--- src/rtl/data_mem_responder.sv ---
// data_mem_responder
//   Multi-cycle data-memory model for a pipelined CPU MEM stage. A request
//   is accepted in IDLE, held for LATENCY cycles, then completed with a
//   one-cycle ack_o carrying read data and an error flag. stall_o freezes
//   the CPU pipeline while the request is outstanding.
//
// Parameters
//   DEPTH_WORDS : number of 32-bit words in the backing array (power of 2, 4..1024)
//   LATENCY     : cycles from the acceptance edge to ack_o (1..15)
//
// Ports
//   clk_i      : clock, rising edge
//   rst_n_i    : asynchronous active-low reset (array contents preserved)
//   req_i      : memory request (MemRead or MemWrite)
//   we_i       : 1 = write, 0 = read; sampled at acceptance
//   addr_i     : byte address; sampled at acceptance
//   wdata_i    : write data; sampled at acceptance
//   rdata_o    : read data, valid only with ack_o (0 for writes and errors)
//   ack_o      : one-cycle completion pulse
//   err_o      : misaligned or out-of-range access, valid only with ack_o
//   stall_o    : pipeline freeze, combinational
//
// Optional feature (macro DMEM_STATS_EN)
//   rd_count_o : saturating count of non-error read completions
//   wr_count_o : saturating count of non-error write completions

module data_mem_responder #(
    parameter int unsigned DEPTH_WORDS = 32,
    parameter int unsigned LATENCY     = 3
) (
    input  logic        clk_i,
    input  logic        rst_n_i,
    input  logic        req_i,
    input  logic        we_i,
    input  logic [31:0] addr_i,
    input  logic [31:0] wdata_i,
    output logic [31:0] rdata_o,
    output logic        ack_o,
    output logic        err_o,
    output logic        stall_o
`ifdef DMEM_STATS_EN
    ,
    output logic [15:0] rd_count_o,
    output logic [15:0] wr_count_o
`endif
);

    localparam int unsigned AW = $clog2(DEPTH_WORDS);

    typedef enum logic [1:0] {
        IDLE,
        WAIT,
        DONE
    } state_t;

    state_t          state_q, state_d;
    logic [3:0]      cnt_q, cnt_d;
    logic            we_q, we_d;
    logic [AW-1:0]   idx_q, idx_d;
    logic [31:0]     wdata_q, wdata_d;
    logic            bad_q, bad_d;
    logic            ack_q, ack_d;
    logic            err_q, err_d;
    logic [31:0]     rdata_q, rdata_d;
    logic            enter_done;
    logic            mem_we;

    logic [31:0]     mem_q [DEPTH_WORDS];

    always_comb begin
        state_d    = state_q;
        cnt_d      = cnt_q;
        we_d       = we_q;
        idx_d      = idx_q;
        wdata_d    = wdata_q;
        bad_d      = bad_q;
        ack_d      = 1'b0;
        err_d      = 1'b0;
        rdata_d    = '0;
        enter_done = 1'b0;

        case (state_q)
            IDLE: begin
                if (req_i) begin
                    we_d    = we_i;
                    idx_d   = addr_i[AW+1:2];
                    wdata_d = wdata_i;
                    bad_d   = (addr_i[1:0] != 2'b00) || (addr_i[31:AW+2] != '0);
                    cnt_d   = 4'(LATENCY - 1);
                    if (LATENCY == 1) begin
                        state_d    = DONE;
                        enter_done = 1'b1;
                    end else begin
                        state_d = WAIT;
                    end
                end
            end
            WAIT: begin
                cnt_d = cnt_q - 4'd1;
                if (cnt_q == 4'd1) begin
                    state_d    = DONE;
                    enter_done = 1'b1;
                end
            end
            DONE: begin
                state_d = IDLE;
            end
            default: begin
                state_d = IDLE;
            end
        endcase

        // Outputs are registered on entry to DONE; the *_d copies already
        // hold the request being completed (fresh inputs when LATENCY=1).
        if (enter_done) begin
            ack_d = 1'b1;
            err_d = bad_d;
            if (!bad_d && !we_d) begin
                rdata_d = mem_q[idx_d];
            end
        end
    end

    always_ff @(posedge clk_i or negedge rst_n_i) begin
        if (!rst_n_i) begin
            state_q <= IDLE;
            cnt_q   <= '0;
            we_q    <= 1'b0;
            idx_q   <= '0;
            wdata_q <= '0;
            bad_q   <= 1'b0;
            ack_q   <= 1'b0;
            err_q   <= 1'b0;
            rdata_q <= '0;
        end else begin
            state_q <= state_d;
            cnt_q   <= cnt_d;
            we_q    <= we_d;
            idx_q   <= idx_d;
            wdata_q <= wdata_d;
            bad_q   <= bad_d;
            ack_q   <= ack_d;
            err_q   <= err_d;
            rdata_q <= rdata_d;
        end
    end

    // Array write happens on the edge leaving DONE; gated by reset so an
    // aborted request never lands in the array.
    assign mem_we = rst_n_i && (state_q == DONE) && we_q && !bad_q;

    always_ff @(posedge clk_i) begin
        if (mem_we) begin
            mem_q[idx_q] <= wdata_q;
        end
    end

    assign stall_o = rst_n_i && (((state_q == IDLE) && req_i) || (state_q == WAIT));
    assign ack_o   = ack_q;
    assign err_o   = err_q;
    assign rdata_o = rdata_q;

`ifdef DMEM_STATS_EN
    logic [15:0] rd_cnt_q;
    logic [15:0] wr_cnt_q;

    always_ff @(posedge clk_i or negedge rst_n_i) begin
        if (!rst_n_i) begin
            rd_cnt_q <= '0;
            wr_cnt_q <= '0;
        end else if ((state_q == DONE) && !bad_q) begin
            if (we_q) begin
                if (wr_cnt_q != 16'hFFFF) wr_cnt_q <= wr_cnt_q + 16'd1;
            end else begin
                if (rd_cnt_q != 16'hFFFF) rd_cnt_q <= rd_cnt_q + 16'd1;
            end
        end
    end

    assign rd_count_o = rd_cnt_q;
    assign wr_count_o = wr_cnt_q;
`endif

endmodule

--- config.mk ---
export PLATFORM = sky130hd
export DESIGN_NAME = data_mem_responder
export DESIGN_NICKNAME = d
export VERILOG_FILES = /design/src/rtl/data_mem_responder.sv
export SDC_FILE = /design/constraint.sdc
export NUM_CORES = 1
export LEC_CHECK = 0
export CORE_UTILIZATION = 45
export CTS_CLUSTER_SIZE = 16
export DETAILED_ROUTE_END_ITERATION = 8
export GPL_TIMING_DRIVEN = 1
export PLACE_DENSITY_LB_ADDON = 0.08
export SETUP_SLACK_MARGIN = 0.5
export SLEW_MARGIN = 20
export SYNTH_ARGS = -nofsm -noshare
export SYNTH_HDL_FRONTEND = slang
export SYNTH_SLANG_ARGS = --single-unit
--- constraint.sdc ---
create_clock -name clk_i -period 4 [get_ports clk_i]
set_input_delay 0.6 -clock clk_i [delete_from_list [all_inputs] [get_ports clk_i]]
set_output_delay 0.6 -clock clk_i [all_outputs]
set_load 0.005 [all_outputs]
==> results.yml <==
clock_tree:
  cts_root_buf: "clkbuf_16"
  numCtsBuffers: 112
  clkSinkCount: 1103
  cts_tree: "built"
  clkTransAtPathRegs_ns: 0.06
  clock_path_buffers: 3
  post_cts_buffers: 0
  worstSkewPairLatency_ns: 0.69
  cts_htree_levels: 3
  cts_resized: 0
  hold_buffers: 1
synthesis:
  ys_types: 46
  synth_area_um2: 46000
  synth_top_area_cell: "edfxtp_1"
  ys_warn_count: 0
  synthCells: 2687
  synth_edf_count: 1024
  synth_fp_nets: 2757
  seq_area_frac_synth_pct: 71.2
  synthArstFlopShare_pct: 7.16
  synthFlopType: "edfxtp_1"
  ys_ff_latch: 1103
  synthTopCellsByArea: "edfxtp_1 67%, mux4_2 13%, nand2_1 4.4%"
  syn_avg_cell_area_um2: 17.1
  synth_top_area_share_pct: 66.9
grt:
  grt.busiest_layer: "met2"
  grt_usage_pct: 26.3
  antenna_found_initial: 1
  grt_pass1_wl_um: 193000
  grt_util_met2_pct: 43.1
  use_met3_pct: 4.35
  first_global_vias: 26800
  gr-total-overflow: 0
  use_met1_pct: 36.2
  grt_max_degree: 98
final_layout:
  areaGrowthSynthToFinish_pct: 16.4
  drive_above_1_share_pct: 21.3
  n_fill_cell: 7992
  nets: 2913
  multi_input_area_um2: 12700
  final_cell_area_um2: 53500
  regArea_um2: 32800
  diodes: 0
setup_path:
  r2r_end: "rdata_o[30]"
  arrival_ns: 2.48
  r2r_start: "state_q[0]"
  worst-path-max-fanout: 3
  critPathLaunchType: "primary input"
  critical_path.endpoint_type: "primary output"
  rrSetupSlack_ns: 1.04
  worstPathRequired_ns: 3.40
  reg2reg_depth: 5
  crit_type: "in2out"
floorplan:
  die_w_um: 322
  coreArea_um2: 101000
  pin_count: 103
  die-area_um2: 103000
  die_h_um: 322
  initial_core_util_pct: 45.7
  fp-row-count: 116
timing:
  hold_viol: 0
  skew_ns: 0.0173
  period_minus_slack_ns: 3.08
  slew_headroom_pct: 26.2
  layout_setup_ws_ns: 0.915
  worst_slew_pin_slew_ns: 1.11
  setup_tns_ns: 0
  max_freq_ghz: 0.324
  rsz0062_at_grt: "no"
  finalCritPeriodShare_pct: 77.1
  slew_viol_final: 0
  setup_violations: 0
route:
  via_per_inst: 6.10
  drtIter0Drc: 2438
  drc: 0
  via_count: 26200
  drtPass1Iterations: 6
  ant_nets: 0
  totalWireLength_um: 134000
  wl_per_cell_um: 31.1
power_and_ir_drop:
  vdd_drop_max_v: 0.000624
  total_power_w: 0.0355
  leakagePower_nw: 18.1
  power_density_nw_per_um2: 664
placed_design:
  hpwl_um: 78900
  placed_cell_area_um2: 49500
  dp_slack_ns: 0.379
  place.gp.congestion: 0.811
  portBuffers: 102
status:
  status: "completed"
job:
  maxCapViolCount: 0
hold_path:
  hp-class: "in2async"
-- flip-flops by register name, summed over array words and instances, names as in the netlist --
signal   flops
ack_o        1
state_q      2
wdata_q     32
err_o        1
idx_q        5
rdata_o     32
bad_q        1
cnt_q        4
we_q         1
mem_q     1024
-- per-layer routing --
| layer | wire, um | vias up |
|---|---|---|
| met5 | 0 | - |
| met4 | 3730 | 0 |
| met3 | 9060 | 176 |
| met2 | 65100 | 1006 |
| met1 | 55700 | 13900 |
| li1 | - | 11100 |
-- kinds of logic (layout without fill, tap and decap cells) --
family	Yosys count	in the layout	share of synthesized area [%]
buf+inv	194	449	1.83
fa+ha+maj	2	2	0.0544
simple gates	760	760	7.10
compound gates	207	207	3.65
mux	421	421	16.1
flops	1103	1103	71.2
-- worst max-delay path: stages --
cell and delay (ns):
clkdlybuf4s50_1 0.60, buf_4 0.17, nor2_1 0.06, nor2_1 0.15, and2_1 0.32, clkdlybuf4s50_1 0.57
-- worst max path at each step --
stage / start / end / slack (ns) / cells past startpoint
final: req_i / stall_o / 0.92 / 6
after global routing: req_i / stall_o / 0.81 / 6
after CTS: req_i / stall_o / 0.91 / 6
after detailed placement: req_i / rdata_o[30] / 0.38 / 6
after global placement: req_i / rdata_o[15] / 0.43 / 7
after floorplan: idx_q[1] / mem_q[20][0] / 0.81 / 6
-- report_power, final --
group / switching (W) / internal [W]
logic: 0.00516 / 0.00321
clock network: 0.00444 / 0.00667
registers: 0.00176 / 0.0143
total: 0.0114 / 0.0241
-- cell type report --
| cell class | count | area share (%) |
|---|---|---|
| Clock buffer | 150 | 5.87 |
| Clock inverter | 63 | 1.49 |
| Inverter | 8 | 0.0702 |
| Multi-Input combinational cell | 1390 | 23.8 |
| Sequential cell | 1103 | 61.2 |
| Tap cell | 1357 | 3.17 |
| Timing Repair Buffer | 228 | 4.39 |
-- per-stage QoR --
stage	hold WS [ns]	instances	util [%]
2_1_floorplan	0.304	2687	-
3_3_place_gp	0.486	4085	49.2
3_5_place_dp	0.502	4085	49.2
4_1_cts	0.0216	4299	53.2
5_1_grt	0.0501	4299	53.2
6_report	0.0577	4299	53.2
-- cell usage in the layout, fill, tap and decap left out, types with 21 or more instances in the layout --
cell type / Yosys / routed
o21ai_0: 22 / 22
buf_12: 0 / 30
nand3_1: 78 / 78
buf_4: 4 / 96
nand4_1: 52 / 52
mux4_2: 256 / 256
mux2i_1: 164 / 163
nand2_1: 543 / 542
edfxtp_1: 1024 / 1024
clkbuf_16: 0 / 115
a32oi_1: 138 / 138
dfrtp_1: 79 / 64
clkdlybuf4s50_1: 0 / 99
clkinv_2: 0 / 21
nor2_4: 0 / 34
clkbuf_1: 106 / 22
-- cell usage after synthesis (2+ instances only) --
master / n
mux2i_1: 164
ha_1: 2
dfrtp_1: 79
nand2b_1: 3
buf_4: 4
buf_6: 3
clkbuf_1: 106
nand4b_1: 17
o32ai_1: 2
o22ai_1: 3
nor2_1: 40
edfxtp_1: 1024
nand4_1: 52
mux4_2: 256
nor3_1: 4
buf_2: 61
or3_1: 3
a32oi_1: 138
nand2_1: 543
nor4_1: 7
o21ai_1: 17
inv_1: 7
and2_1: 5
nand3_1: 78
buf_1: 12
o21ai_0: 22
a221o_1: 16
Note: power is estimated with default switching activity, not from simulation.
